===== src/rtl/buzz_pkg.sv =====
// Shared types and helpers for the keypad buzzer arbiter.
//   src_e   : requester codes, numerically ordered by priority (lock highest)
//   state_e : pattern sequencer phases
//   pick_winner / takes_over : same-cycle arbitration and preemption rules
package buzz_pkg;

  localparam int DUR_W  = 27;  // holds PASS_CYC-1 at 50 MHz
  localparam int HALF_W = 16;
  localparam int BEEP_W = 4;

  typedef enum logic [2:0] {
    SRC_NONE  = 3'd0,
    SRC_CLICK = 3'd1,
    SRC_PASS  = 3'd2,
    SRC_FAIL  = 3'd3,
    SRC_LOCK  = 3'd4
  } src_e;

  typedef enum logic [1:0] {
    IDLE = 2'd0,
    TONE = 2'd1,
    GAP  = 2'd2
  } state_e;

  // Highest-priority request of this cycle; the rest are discarded.
  function automatic src_e pick_winner(input logic click, input logic pass,
                                       input logic fail, input logic lock);
    if (lock)  return SRC_LOCK;
    if (fail)  return SRC_FAIL;
    if (pass)  return SRC_PASS;
    if (click) return SRC_CLICK;
    return SRC_NONE;
  endfunction

  // A higher request preempts, an equal one restarts. Lock is a level, so
  // while it is already being served it must not restart every cycle.
  function automatic logic takes_over(input src_e req, input src_e cur);
    if (req == SRC_NONE) return 1'b0;
    if (req > cur)       return 1'b1;
    return (req == cur) && (req != SRC_LOCK);
  endfunction

endpackage


===== src/rtl/tone_gen.sv =====
// Square-wave generator for the buzzer.
//   clk, rst_n : clock, synchronous active-low reset
//   en         : phase is TONE in the coming cycle
//   restart    : a TONE phase begins in the coming cycle (tone restarts high)
//   half       : half-period in cycles
//   tone       : tone level for the coming cycle (next-state value), so the
//                caller's output register lines up with its own state registers
module tone_gen
  import buzz_pkg::*;
(
  input  logic              clk,
  input  logic              rst_n,
  input  logic              en,
  input  logic              restart,
  input  logic [HALF_W-1:0] half,
  output logic              tone
);

  logic [HALF_W-1:0] cnt_q, cnt_d;
  logic              ph_q;
  logic              wrap;

  always_comb begin
    wrap  = (cnt_q == half - HALF_W'(1));
    tone  = 1'b0;
    cnt_d = '0;
    if (restart) begin
      tone  = 1'b1;
      cnt_d = '0;
    end else if (en) begin
      tone  = wrap ? ~ph_q : ph_q;
      cnt_d = wrap ? '0 : cnt_q + HALF_W'(1);
    end
  end

  always_ff @(posedge clk) begin
    if (!rst_n) begin
      cnt_q <= '0;
      ph_q  <= 1'b0;
    end else begin
      cnt_q <= cnt_d;
      ph_q  <= tone;
    end
  end

endmodule


===== src/rtl/buzzer_arbiter.sv =====
// Buzzer arbiter and pattern sequencer for the keypad password lock.
//   clk, rst_n  : 50 MHz clock, synchronous active-low reset
//   req_click   : pulse, digit accepted        (short low tone)
//   req_pass    : pulse, password correct      (long high-pitch tone)
//   req_fail    : pulse, password wrong        (ALARM_BEEPS bursts)
//   req_lock    : level, try limit reached     (bursts while high)
//   mute        : silences the pin; sequencing continues
//   buzzer      : registered square-wave drive
//   busy        : a pattern is active
//   active_src  : source being served (src_e code)
// Requests are sampled on the edge that also loads the new state, so all
// outputs reflect a request right after the sampling edge.
module buzzer_arbiter
  import buzz_pkg::*;
#(
  parameter int unsigned TONE_HALF   = 50000,
  parameter int unsigned PASS_HALF   = 25000,
  parameter int unsigned CLICK_CYC   = 10000000,
  parameter int unsigned PASS_CYC    = 50000000,
  parameter int unsigned ALARM_ON    = 12500000,
  parameter int unsigned ALARM_OFF   = 12500000,
  parameter int unsigned ALARM_BEEPS = 3
) (
  input  logic       clk,
  input  logic       rst_n,
  input  logic       req_click,
  input  logic       req_pass,
  input  logic       req_fail,
  input  logic       req_lock,
  input  logic       mute,
  output logic       buzzer,
  output logic       busy,
  output logic [2:0] active_src
);

  localparam logic [HALF_W-1:0] TONE_H     = HALF_W'(TONE_HALF);
  localparam logic [HALF_W-1:0] PASS_H     = HALF_W'(PASS_HALF);
  localparam logic [DUR_W-1:0]  CLICK_LAST = DUR_W'(CLICK_CYC - 1);
  localparam logic [DUR_W-1:0]  PASS_LAST  = DUR_W'(PASS_CYC - 1);
  localparam logic [DUR_W-1:0]  ON_LAST    = DUR_W'(ALARM_ON - 1);
  localparam logic [DUR_W-1:0]  OFF_LAST   = DUR_W'(ALARM_OFF - 1);
  localparam logic [BEEP_W-1:0] BEEP_LAST  = BEEP_W'(ALARM_BEEPS - 1);

  state_e             state_q, state_d;
  src_e               src_q, src_d;
  logic [DUR_W-1:0]   dur_q, dur_d;
  logic [BEEP_W-1:0]  beep_q, beep_d;
  logic               busy_q, buzzer_q;

  src_e               win;
  logic [DUR_W-1:0]   tone_last;
  logic               restart;
  logic               tone;
  logic [HALF_W-1:0]  half;

  always_comb begin
    case (src_q)
      SRC_CLICK: tone_last = CLICK_LAST;
      SRC_PASS:  tone_last = PASS_LAST;
      default:   tone_last = ON_LAST;
    endcase
  end

  always_comb begin
    win     = pick_winner(req_click, req_pass, req_fail, req_lock);
    state_d = state_q;
    src_d   = src_q;
    dur_d   = dur_q;
    beep_d  = beep_q;
    restart = 1'b0;

    if (takes_over(win, src_q)) begin
      state_d = TONE;
      src_d   = win;
      dur_d   = '0;
      beep_d  = '0;
      restart = 1'b1;
    end else if (src_q == SRC_LOCK && !req_lock) begin
      // lock released: stop immediately, even mid-burst
      state_d = IDLE;
      src_d   = SRC_NONE;
      dur_d   = '0;
      beep_d  = '0;
    end else begin
      case (state_q)
        TONE: begin
          if (dur_q == tone_last) begin
            dur_d = '0;
            if (src_q == SRC_FAIL || src_q == SRC_LOCK) begin
              state_d = GAP;
            end else begin
              state_d = IDLE;
              src_d   = SRC_NONE;
            end
          end else begin
            dur_d = dur_q + DUR_W'(1);
          end
        end
        GAP: begin
          if (dur_q == OFF_LAST) begin
            dur_d = '0;
            // lock reaching here means req_lock is still high
            if (src_q == SRC_LOCK || beep_q != BEEP_LAST) begin
              state_d = TONE;
              restart = 1'b1;
              if (src_q == SRC_FAIL) beep_d = beep_q + BEEP_W'(1);
            end else begin
              state_d = IDLE;
              src_d   = SRC_NONE;
              beep_d  = '0;
            end
          end else begin
            dur_d = dur_q + DUR_W'(1);
          end
        end
        default: ;
      endcase
    end

    half = (src_d == SRC_PASS) ? PASS_H : TONE_H;
  end

  tone_gen u_tone (
    .clk     (clk),
    .rst_n   (rst_n),
    .en      (state_d == TONE),
    .restart (restart),
    .half    (half),
    .tone    (tone)
  );

  always_ff @(posedge clk) begin
    if (!rst_n) begin
      state_q  <= IDLE;
      src_q    <= SRC_NONE;
      dur_q    <= '0;
      beep_q   <= '0;
      busy_q   <= 1'b0;
      buzzer_q <= 1'b0;
    end else begin
      state_q  <= state_d;
      src_q    <= src_d;
      dur_q    <= dur_d;
      beep_q   <= beep_d;
      busy_q   <= (state_d != IDLE);
      buzzer_q <= tone & ~mute;
    end
  end

  assign buzzer     = buzzer_q;
  assign busy       = busy_q;
  assign active_src = src_q;

endmodule


===== config.mk =====
export PLATFORM = sky130hd
export DESIGN_NAME = buzzer_arbiter
export DESIGN_NICKNAME = d
export VERILOG_FILES = /design/src/rtl/buzz_pkg.sv /design/src/rtl/tone_gen.sv /design/src/rtl/buzzer_arbiter.sv
export SDC_FILE = /design/constraint.sdc
export NUM_CORES = 1
export LEC_CHECK = 0
export CORE_MARGIN = 2
export CORE_UTILIZATION = 55
export DETAILED_ROUTE_END_ITERATION = 16
export PLACE_DENSITY = 0.79
export SLEW_MARGIN = 15
export SYNTH_ARGS = -nofsm -noshare
export SYNTH_HDL_FRONTEND = slang
export SYNTH_SLANG_ARGS = --single-unit

===== constraint.sdc =====
create_clock -name clk -period 3.1 [get_ports clk]
set_clock_uncertainty 0.05 [all_clocks]
set_input_delay 0.775 -clock clk [delete_from_list [all_inputs] [get_ports clk]]
set_output_delay 0.775 -clock clk [all_outputs]
set_load 0.03 [all_outputs]

* Word-level counts from Yosys, hierarchy flattened
Cells that the tools add are included.
Widths: inputs -> output; s select.
** Word-level totals
- Register bits :: 55
- Input port bits :: 7
- Output and inout port bits :: 5
- Logic and storage cells :: 98
** Cells by class
- $add $sub $neg :: 4
- Magnitude comparators :: 1
- Equal/unequal tests :: 15
- Multiplexer cells :: 54
- Bitwise operators :: 5
- Reduce and logical (&&, ||, !) cells :: 11
** Operators with widths (number)
- $mux 27 :: 2
- $pmux 27 s2 :: 1
- $pmux 26 s2 :: 1
- $mux 3 :: 14
- $add 27x1->27 const B :: 1
- $eq 27x24->1 const B :: 1
- $eq 27x27->1 :: 1
- $mux 1 :: 26
- $add 16x1->16 const B :: 1
- $eq 16x16->1 :: 1
- $mux 16 :: 1
- $sub 16x1->16 const B :: 1
- $mux 2 :: 5
- $eq 3x2->1 const B :: 3
- $mux 4 :: 2
- $pmux 3 s2 :: 1
- $add 4x1->4 const B :: 1
- $eq 2x1->1 const B :: 2
- $ne 4x2->1 const B :: 1
- $not 1->1 :: 4
- $pmux 2 s2 :: 1
- $reduce_bool 2->1 :: 2
- $reduce_or 4->1 :: 1
- $eq 3x1->1 const B :: 1
- other kinds (13) :: 15

* Longest topological paths before layout
Gate-level depths: netlist (run 1).
- Depth in word-level cells :: 25
- Gate-level depth with buffers :: 14
- Mapped depth without buffers :: 11

* Hierarchy
Synthesis (run 1) repeated with hierarchy kept, for this count alone.
** Unflattened totals
- Cell total of the unflattened synthesis :: 499
- Area total of the unflattened synthesis :: 3906.2 um^2
** By module, submodules not included
- buzzer_arbiter :: instances 1, cells each 328, area an instance 2503.7 um^2, seq. area each 760.7 um^2
- tone_gen :: instances 1, cells each 171, area an instance 1402.6 um^2, seq. area each 340.3 um^2

* Least setup slack after synthesis (run 1)
No wires, ideal clock.
- Kind :: input-to-reg
- Start :: in req_click
- End :: reg u_tone.cnt_q[6]
- Library setup time :: 0.126 ns
- Arrival :: 3.003 ns
- Data required time :: 2.924 ns
- Path slack :: -0.079 ns
- Stages :: 12
- Buffers on the path :: 1
- Cell sequence :: nor2b_1 o21bai_1 ha_1 nand2b_1 a31oi_1 nor2_1 nor2_1 o211ai_1 a31o_2 a21oi_2 buf_4 nor3_1
** On the way
- Cells in the longest elaborated chain, start to end :: 19
- Elaborated cells on any way between the ends :: 30
- Classes of those cells :: add/sub: 1; order compare: 1; eq/ne: 5; mux: 19; bitwise: 1; reduce/logical: 3
** Ends and longest elaborated chain
- from (decl) :: line buzzer_arbiter.sv:26 : input logic req_click,
- $mux 1 (2 in a row) :: line buzz_pkg.sv:31 : if (click) return SRC_CLICK;
- $mux 1 :: line buzz_pkg.sv:30 : if (pass) return SRC_PASS;
- $mux 1 :: line buzz_pkg.sv:29 : if (fail) return SRC_FAIL;
- $mux 3 (*) :: line buzz_pkg.sv:32 : return SRC_NONE;
- $mux 3 (*) :: line buzz_pkg.sv:31
- $mux 3 (*) :: line buzz_pkg.sv:30
- $mux 3 (*) :: line buzz_pkg.sv:29
- $gt 3x3->1 :: line buzz_pkg.sv:39 : if (req > cur) return 1'b1;
- $mux 1 (2 in a row) :: line buzz_pkg.sv:39
- $mux 1 :: line buzz_pkg.sv:40 : return (req == cur) && (req != SRC_LOCK);
- $mux 1 :: line buzz_pkg.sv:39
- $mux 3 :: line buzzer_arbiter.sv:72 : if (takes_over(win, src_q)) begin
- $eq 3x2->1 :: line buzzer_arbiter.sv:120 : half = (src_d == SRC_PASS) ? PASS_H : TONE_H;
- $mux 16 :: line buzzer_arbiter.sv:120
- $sub 16x1->16 :: line tone_gen.sv:24 : wrap = (cnt_q == half - HALF_W'(1));
- $eq 16x16->1 :: line tone_gen.sv:24
- $reduce_or 4->1 (no line) (*)
- to (signal assigned) :: line tone_gen.sv:41 : cnt_q <= cnt_d;
- to (decl) :: line tone_gen.sv:19 : logic [HALF_W-1:0] cnt_q, cnt_d;
Every way passes the cells marked *; elsewhere a longest branch is shown, timed or not. The select of a mux whose other input is x is not followed.
A chain may end at the register's enable or synchronous reset.

* Final worst setup path (run 1)
- Start :: reg dur_q[24]
- End :: reg u_tone.cnt_q[5]
** On the way
- Cells in the longest elaborated chain, start to end :: 10
- Elaborated cells on any way between the ends :: 23
- Classes of those cells :: add/sub: 1; eq/ne: 5; mux: 15; bitwise: 1; reduce/logical: 1
** Ends and longest elaborated chain
- from (decl) :: line buzzer_arbiter.sv:46 : logic [DUR_W-1:0] dur_q, dur_d;
- from (signal assigned) :: line buzzer_arbiter.sv:143 : dur_q <= dur_d;
- $eq 27x24->1 / $eq 27x27->1 (equally long branches) :: line buzzer_arbiter.sv:100, buzzer_arbiter.sv:87
- $mux 3 (on tied branches) :: line buzzer_arbiter.sv:100, buzzer_arbiter.sv:87
- $pmux 3 s2 :: line buzzer_arbiter.sv:85 : case (state_q)
- $mux 3 :: line buzzer_arbiter.sv:78 : end else if (src_q == SRC_LOCK && !req_lock) begin
- $mux 3 :: line buzzer_arbiter.sv:72
- $eq 3x2->1 :: line buzzer_arbiter.sv:120
- $mux 16 :: line buzzer_arbiter.sv:120
- $sub 16x1->16 :: line tone_gen.sv:24
- $eq 16x16->1 :: line tone_gen.sv:24
- $reduce_or 4->1 (no line) (*)
Every way passes the cells marked *; elsewhere a longest branch is shown, timed or not.

==> results.json, run 1 <==
{
  "syn_avg_cell_area_um2": 7.97,
  "synth-edff-count": 0,
  "syn_inst": 410,
  "synth.most_common_cell": "dfxtp_1",
  "n_fill_cell": 461,
  "dr_total_vias": 3234,
  "cts_tree": "yes",
  "first_pass_iters": 5,
  "globalRoute.totalOverflow": 0,
  "cap_viol_max_count": 0,
  "drc_errors": 0,
  "cts_inserted_buffers": 5,
  "grt_start_max_net_pins": 29,
  "worstRegToRegCells": 10,
  "p_per_area_nw_per_um2": 407,
  "fin_crit_sh_pct": 97.9,
  "clk_pin_slew_ns": 0.10,
  "synthArstFlopShare_pct": 0,
  "leakage_uw": 0.00133,
  "cp_max_fo": 16,
  "htreeDepth": 2,
  "synth_ff_type": "dfxtp_1",
  "dp_cells": 498,
  "finalMaxSlewViolations": 0,
  "timing.fmax_ghz": 0.330,
  "synth_nets": 426,
  "die_x_um": 81.1,
  "yosys_warnings": 0,
  "core_area_um2": 5820,
  "die_height_um": 81.1,
  "grt_use_total_pct": 25.8,
  "rsz0062_at_grt": "false",
  "grt_pass1_wl_um": 13600,
  "routed_wl_um": 8160,
  "cts_root_buf": "clkbuf_8",
  "worstMarginPinSlew_ns": 0.484,
  "min_path_cells": 1,
  "synth_top_area_share_pct": 33.7,
  "netlist_area_um2": 3270,
  "ant_nets": 0,
  "cts.sinks": 55,
  "cts_hold_buf": 0,
  "final_nets": 452,
  "n_antenna_cell": 0,
  "hold_class": "reg -> reg",
  "io_buffers": 11,
  "critical-path-max-stage-delay_ns": 0.61,
  "drive_above_1_share_pct": 16.0,
  "synth_top_area_cell": "dfxtp_1",
  "layout_setup_ws_ns": 0.0665,
  "cp_slowest_cell": "or4b_1",
  "ys_seq_elements": 55,
  "antenna_found_initial": 0,
  "yosysUniqueCellTypes": 63,
  "ios": 12,
  "areaGrowthSynthToFinish_pct": 19.0,
  "finalSetupViolCount": 0,
  "outcome": "complete, no violations",
  "start_kind": "flip-flop",
  "slew_headroom_pct": 67.2,
  "cp.required_ns": 3.26,
  "synth_commonest_cells": "dfxtp_1, nor2_1, a21oi_1",
  "fin_crit_ns": 3.03,
  "path_cells": "or4b_1 > nor3_2 > and3_2 > a2111oi_4 > a311o_1 > a31o_4 > buf_4 > a21oi_2 > buf_12 > nor3_1",
  "vdd_drop_max_mv": 0.288,
  "final_util_pct": 66.9,
  "globalplace.congestion": 0.861,
  "hold_viol": 0,
  "num_rows": 28,
  "fin_cells": 512,
  "worstPathArrival_ns": 3.19,
  "drt_iter0_markers": 284,
  "avgRoutedWirePerCell_um": 15.9,
  "routed_via_density": 6.32,
  "insertion_delay_ns": 0.32,
  "crit_type": "reg -> reg",
  "synth_seq_area_share_pct": 33.7,
  "place_ws_ns": -0.675,
  "synthTopCellsByArea": "dfxtp_1, nor2_1, a21oi_1",
  "hpwl_um": 5530,
  "dieArea_um2": 6580,
  "cp-end-kind": "flip-flop",
  "grt_pass1_vias": 3008,
  "start_util_pct": 56.2,
  "cts.path.max_buffers": 2
}
-- routing by layer --
layer,share of wire [%],vias to the layer above,GRT usage [%]
met1,45,1560,33.5
met2,50,101,44.3
met5,0,-,0
li1,-,1564,-
met4,0.96,0,7.12
met3,4.1,9,4.11
-- state kept, by name, summed over array words and instances, names as in the netlist --
register	count
buzzer	1
beep_q	4
state_q	2
dur_q	27
u_tone.ph_q	1
u_tone.cnt_q	16
busy	1
active_src	3
-- power breakdown --
| part | switching [µW] | internal, µW | leakage (µW) |
|---|---|---|---|
| Sequential | 20.6 | 726 | 0.000445 |
| Combinational | 238 | 168 | 0.000838 |
| Clock | 262 | 168 | 0.0000467 |
| Total | 521 | 1060 | 0.00133 |
-- layout by cell type, fill, tap and decap left out, types with 8 or more instances in the layout --
cell	n
dfxtp_1	55
nor2_1	38
a21oi_1	30
nand2_1	26
nor3_1	26
nand3_1	24
buf_4	22
and3_1	19
o21ai_0	15
xor2_1	11
and2_1	11
inv_1	10
nand3b_1	9
nand4_1	8
-- final cells by class --
class	instances	area, µm²	share of cell area, %
Timing Repair Buffer	37	318	8.17
Clock inverter	3	27.5	0.708
Sequential cell	55	1100	28.3
Multi-Input combinational cell	327	2240	57.7
Tap cell	75	93.8	2.41
Inverter	10	37.5	0.965
Clock buffer	5	68.8	1.77
-- stage by stage --
step | power [µW] | hold WS [ns] | area [µm²] | setup TNS (ns)
global route | 1650 | 0.442 | 3890 | 0
global placement | 1090 | 0.384 | 3580 | -10.19
floorplan | 981 | 0.372 | 3280 | 0
finish | 1580 | 0.404 | 3890 | 0
detailed placement | 1100 | 0.393 | 3580 | -15.61
CTS | 1560 | 0.410 | 3810 | 0
-- path summary, 6_finish.rpt --
path / start / end / slack (ns)
setup / recovery: dur_q[24] / u_tone.cnt_q[5] / 0.07
hold / removal: u_tone.cnt_q[0] / u_tone.cnt_q[0] / 0.40
setup reg to reg: dur_q[24] / u_tone.cnt_q[5] / 0.07
hold reg to reg: u_tone.cnt_q[0] / u_tone.cnt_q[0] / 0.40
-- critical path, delay by kind of cell, from the launching register on --
family / cells / cell delay [ns]
AOI/OAI and AO/OA: 4 / 0.89
buffers and inverters: 2 / 0.29
and+or+nand+nor: 4 / 1.35
DFF: 1 / 0.34
-- cells by family (layout without fill, tap and decap cells) --
group                      count (synthesis)  in the layout  synth area share [%]
and+or+nand+nor                          203            203                  34.7
AOI/OAI and AO/OA                         93             93                  18.4
DFF                                       55             55                  33.7
buffers and inverters                     28             55                  3.56
xor gates and xnor gates                  17             17                  4.55
adders and majority gates                  9              9                  3.44
muxes                                      5              5                  1.57
-- repair_timing --
| item | in CTS | in global routing |
|---|---|---|
| setup endpoints to repair | 19 | 18 |
| buffers inserted | 4 | 2 |
| resized for setup | 23 | 20 |
| pin swaps | 13 | 8 |
(Power assumes the default switching activity.)
==> run 2: changes to the inputs <==
Settings changed: CTS_BUF_LIST from default to sky130_fd_sc_hd__clkbuf_16, GPL_TIMING_DRIVEN from default to 0.
==> run 2 against run 1 <==
Critical path depth increased by 6. Fmax about the same. First-iteration DRC count is 38% higher. Register-to-register slack better by 0.03 ns. Sequential share of layout area decreased by 0.39 points. Wire length is 8.3% higher. Sequential power about the same. Critical path type is now in -> reg. Highest routed layer unchanged.
==> results.json, run 2 (same netlist as run 1, synthesis figures left out) <==
{
  "finalMaxSlewViolations": 0,
  "hpwl_um": 5880,
  "ios": 12,
  "hold_ws_ns": 0.397,
  "grt_pass1_vias": 2964,
  "cp-startpoint": "req_pass",
  "n_antenna_cell": 0,
  "cts_inserted_buffers": 5,
  "fin_cells": 522,
  "cts.path.max_buffers": 2,
  "die_x_um": 81.1,
  "p_clk_share_pct": 32.9,
  "ant_nets": 0,
  "grt_pass1_wl_um": 13900,
  "cp_top_family": "compound AO/OA/AOI/OAI gates",
  "routed_wl_um": 8830,
  "reg_top3": "dur_q (27), u_tone.cnt_q (16), beep_q (4)",
  "final_cell_area_um2": 3950,
  "r2r-start": "active_src[0]",
  "place_area_um2": 3480,
  "avgRoutedWirePerCell_um": 16.9,
  "die_height_um": 81.1,
  "dr_total_vias": 3328,
  "fin_crit_ns": 3.03,
  "cp_max_fo": 3,
  "final_common_cell": "dfxtp_1",
  "largest_reg_flops": 27,
  "cp-end-kind": "flip-flop",
  "cp_slowest_cell": "a2111o_1",
  "power_frac_comb_pct": 24.1,
  "p_sw_share_pct": 31.3,
  "cp.required_ns": 3.28,
  "grt_use_total_pct": 26.8,
  "hold_class": "reg -> reg",
  "htreeDepth": 2,
  "drc_errors": 0,
  "cts_root_buf": "clkbuf_16",
  "antenna_found_initial": 0,
  "p_int_uw": 1190,
  "dp_cells": 496,
  "insertion_delay_ns": 0.30,
  "outcome": "complete, no violations",
  "start_kind": "input port",
  "grt_start_max_net_pins": 18,
  "drive_above_1_share_pct": 16.6,
  "clk_pin_slew_ns": 0.07,
  "path_common_cell": "buf_4",
  "finalSetupViolCount": 0,
  "io_buffers": 11,
  "critical-path-max-stage-delay_ns": 0.38,
  "drt_iter0_markers": 392,
  "final_util_pct": 67.9,
  "timing.fmax_ghz": 0.330,
  "crit_type": "in -> reg",
  "n_fill_cell": 445,
  "p_per_area_nw_per_um2": 439,
  "slew_headroom_pct": 64.2,
  "cap_viol_max_count": 0,
  "final_cell_mix": "dfxtp_1, nor2_1, a21oi_1, nor3_1, nand2_1",
  "hold_viol": 0,
  "p_switching_uw": 542,
  "leakage_uw": 0.00136,
  "path_cells": "clkbuf_4 > nor2b_4 > o21bai_4 > buf_4 > buf_4 > buf_4 > buf_4 > buf_4 > buf_4 > buf_4 > nor3_1 > a31o_1 > a31oi_4 > a31o_4 > a2111o_1 > a31oi_1",
  "first_pass_iters": 7,
  "cp.buffers_inverters": 8,
  "worstMarginPinSlew_ns": 0.537,
  "core_area_um2": 5820,
  "dieArea_um2": 6580,
  "start_util_pct": 56.2,
  "num_rows": 28,
  "areaGrowthSynthToFinish_pct": 20.8,
  "vdd_drop_max_mv": 0.248,
  "largest_register": "dur_q",
  "worstPathArrival_ns": 3.21,
  "globalplace.congestion": 0.885,
  "fin_crit_sh_pct": 97.9,
  "power_frac_seq_pct": 43.0,
  "globalRoute.totalOverflow": 0,
  "cts.sinks": 55,
  "min_from": "u_tone.cnt_q[0]",
  "final_nets": 462,
  "routed_via_density": 6.38,
  "cts_tree": "yes"
}
run 2: cell types whose count changed in the layout (fill, tap and decap cells not counted), sizes merged:
cell    before  now
clkbuf       9   14
buf         26   31
run 2: final cells by class:
type	count	area (µm²)	area share [%]
buffer	14	78.8	2.00
clock buffer	5	125	3.17
clock inverter	3	20.0	0.507
sequential	55	1100	27.9
inverter	10	37.5	0.951
timing repair buffer	33	275	6.97
multi-input combinational	327	2220	56.1
tap	75	93.8	2.38
run 2: worst paths after layout:
path	slack (ns)	depth (start not counted)	end
worst max-delay path	0.07	16	buzzer
worst min register to register	0.40	1	u_tone.cnt_q[0]
worst min-delay path	0.40	1	u_tone.cnt_q[0]
worst max register to register	0.10	9	buzzer
run 2: per-layer routing:
layer  up-vias  share of wire (%)  GRT usage, %
li1       1594                  -             -
met1      1568                 44          36.1
met2       146                 48          44.0
met3        20                6.6          4.00
met4         0                1.8          8.47
met5         -                  0             0
run 2: power by group through the flow:
stage | logic [µW] | registers [µW] | clock network [µW]
3_5_place_dp | 324 | 758 | 0
6_report | 418 | 746 | 569
5_1_grt | 447 | 747 | 603
3_3_place_gp | 317 | 757 | 0
4_1_cts | 388 | 741 | 572
2_1_floorplan | 209 | 772 | 0
run 2: repair_timing:
item                       in CTS  in global routing
setup endpoints to repair      44                 44
gates cloned                    1                  0
hold buffers                    0                  0
pin swaps                      16                 15
buffers inserted               16                  6
resized for setup              43                 23
run 2: metrics by stage:
step | worst slack [ns] | setup TNS [ns] | total power [µW]
5_1_grt | -0.0224 | -0.164 | 1800
3_5_place_dp | -1.01 | -30.84 | 1080
3_3_place_gp | -0.873 | -25.57 | 1070
2_1_floorplan | 0.0186 | 0 | 981
6_report | 0.0660 | 0 | 1730
4_1_cts | -0.0112 | -0.0112 | 1700
==> run 3: changes to the inputs <==
Settings changed: ABC_AREA from default to 1, DONT_BUFFER_PORTS from default to 1, PLACE_DENSITY 0.79 to 0.76.
==> run 3 against run 2 <==
Fmax is 5.7% higher. Combinational power increased by 28%. Critical endpoint is now dur_q[24]. Design area is 7.0% lower. Critical path depth is 3 lower. Synthesized area grew 4.3%.
==> results.json, run 3 <==
{
  "layout_setup_ws_ns": 0.231,
  "drive_above_1_share_pct": 9.48,
  "grt_pass1_wl_um": 13300,
  "largest_register": "dur_q",
  "largest_reg_flops": 27,
  "n_fill_cell": 590,
  "antenna_found_initial": 0,
  "drc_errors": 0,
  "reg_top3": "dur_q (27), u_tone.cnt_q (16), beep_q (4)",
  "crit_end": "dur_q[24]",
  "synthTopCellsByArea": "dfxtp_1, nand2_1, inv_1",
  "n_antenna_cell": 0,
  "first_pass_iters": 6,
  "grt_use_total_pct": 24.7,
  "r2r-start": "dur_q[1]",
  "synth_nets": 546,
  "synth_seq_area_share_pct": 32.3,
  "cts_root_buf": "clkbuf_16",
  "avgRoutedWirePerCell_um": 13.3,
  "fin_crit_ns": 2.87,
  "seq_area_um2": 1110,
  "cp_max_fo": 5,
  "rsz0062_at_grt": "true",
  "slew_headroom_pct": 61.3,
  "yosysUniqueCellTypes": 38,
  "crit_type": "reg -> reg",
  "outcome": "complete, no violations",
  "cp-startpoint": "dur_q[1]",
  "hold_ws_ns": 0.411,
  "ys_seq_elements": 55,
  "cts_tree": "yes",
  "yosys_warnings": 0,
  "die_x_um": 82.8,
  "min_path_cells": 1,
  "cts.path.max_buffers": 2,
  "fin_crit_sh_pct": 92.6,
  "path_cells": "ha_1 > nand2_1 > nor2_2 > inv_1 > nor3_1 > inv_1 > nor2_1 > nand4_1 > or2_2 > nor2_1 > o21ai_0 > a21o_1 > a21oi_1",
  "clk_pin_slew_ns": 0.08,
  "postCtsSetupBuffers": 0,
  "synth_commonest_cells": "nand2_1, inv_1, dfxtp_1",
  "syn_avg_cell_area_um2": 6.44,
  "timing.fmax_ghz": 0.349,
  "start_util_pct": 57.3,
  "areaGrowthSynthToFinish_pct": 7.63,
  "finalSetupViolCount": 0,
  "num_rows": 28,
  "syn_inst": 530,
  "leakage_uw": 0.00131,
  "final_common_cell": "nand2_1",
  "cts_hold_buf": 0,
  "cts_inserted_buffers": 5,
  "worstMarginPinSlew_ns": 0.575,
  "drt_iter0_markers": 341,
  "synth-edff-count": 0,
  "routed_wl_um": 8130,
  "place_ws_ns": -0.208,
  "dr_total_vias": 3466,
  "netlist_area_um2": 3410,
  "cp-end-kind": "flip-flop",
  "io_buffers": 0,
  "cap_viol_max_count": 0,
  "cp_slowest_cell": "dfxtp_1",
  "final_cell_area_um2": 3670,
  "core_area_um2": 5960,
  "ios": 12,
  "globalRoute.totalOverflow": 0,
  "die_height_um": 82.8,
  "synth_top_area_cell": "dfxtp_1",
  "worstPathArrival_ns": 3.04,
  "insertion_delay_ns": 0.30,
  "hold_viol": 0,
  "final_cell_mix": "nand2_1, inv_1, nor2_1, dfxtp_1",
  "final_nets": 553,
  "hpwl_um": 6040,
  "routed_via_density": 5.65,
  "critical-path-max-stage-delay_ns": 0.38,
  "multi_input_area_um2": 2010,
  "r2r-end": "dur_q[24]",
  "ff2ff_setup_slack_ns": 0.23,
  "vdd_drop_max_mv": 0.280,
  "synth_ff_type": "dfxtp_1",
  "dieArea_um2": 6850,
  "globalplace.congestion": 0.932,
  "cp.required_ns": 3.27,
  "synth.most_common_cell": "nand2_1",
  "hold_class": "reg -> reg",
  "htreeDepth": 2,
  "worstRegToRegCells": 13,
  "grt_pass1_vias": 2997,
  "cts.sinks": 55,
  "place_area_um2": 3500,
  "ant_nets": 0,
  "synth_top_area_share_pct": 32.3,
  "start_kind": "flip-flop",
  "p_per_area_nw_per_um2": 524,
  "grt_start_max_net_pins": 20,
  "synthArstFlopShare_pct": 0,
  "finalMaxSlewViolations": 0
}
==> run 3: cell type report <==
cell class	instances	share of cell area, %
inverters	70	7.16
well taps	75	2.56
plain buffers	9	1.23
flip-flops and latches	55	30.1
clock buffers	5	3.41
multi-input cells	396	54.8
clock inverters	3	0.682
==> run 3: how the worst min path moves through the flow <==
stage                          from              end
floorplan           u_tone.cnt_q[0]  u_tone.cnt_q[0]
CTS                 u_tone.cnt_q[0]  u_tone.cnt_q[0]
finish              u_tone.cnt_q[0]  u_tone.cnt_q[0]
detailed placement  u_tone.cnt_q[0]  u_tone.cnt_q[0]
global placement    u_tone.cnt_q[0]  u_tone.cnt_q[0]
global route        u_tone.cnt_q[0]  u_tone.cnt_q[0]
==> run 3: where the power goes <==
| group | total (µW) | switching (µW) | internal, µW |
|---|---|---|---|
| registers | 803 | 62.4 | 740 |
| clock network | 589 | 282 | 306 |
| logic | 533 | 389 | 143 |
==> run 3: stage by stage <==
step / util (%) / TNS, ns / total power (µW) / std cells
finish: 61.6 / 0 / 1920 / 613
global route: 61.6 / -0.0651 / 2020 / 613
CTS: 61.4 / 0 / 1910 / 613
detailed placement: 58.8 / -4.73 / 1340 / 605
global placement: 58.8 / -2.86 / 1330 / 605
floorplan: - / 0 / 1190 / 530
==> run 3: repair_timing <==
item                                    CTS  global route
endpoints found under the setup margin    3            41
hold endpoints to repair                  0             0
resized for setup                         1             9
==> run 3: metal layers <==
layer | global-route usage [%] | routed length, µm | vias up
li1 | - | - | 1740
met1 | 33.3 | 3770 | 1579
met2 | 40.6 | 3710 | 129
met3 | 4.13 | 499 | 18
met4 | 7.38 | 147 | 0
met5 | 0 | 0 | -
==> run 3: critical path: cells and delay by family, from the launching register on <==
| kind | cells | cell delay [ns] |
|---|---|---|
| AOI/OAI and AO/OA | 3 | 0.39 |
| adders and majority gates | 1 | 0.19 |
| DFF | 1 | 0.38 |
| and+or+nand+nor | 7 | 1.51 |
| buffers and inverters | 2 | 0.28 |
==> run 3: logic make-up after synthesis <==
group,share of synthesized area [%]
xor gates and xnor gates,3.08
AOI/OAI and AO/OA,13.1
and+or+nand+nor,39.2
DFF,32.3
adders and majority gates,3.30
buffers and inverters,8.99
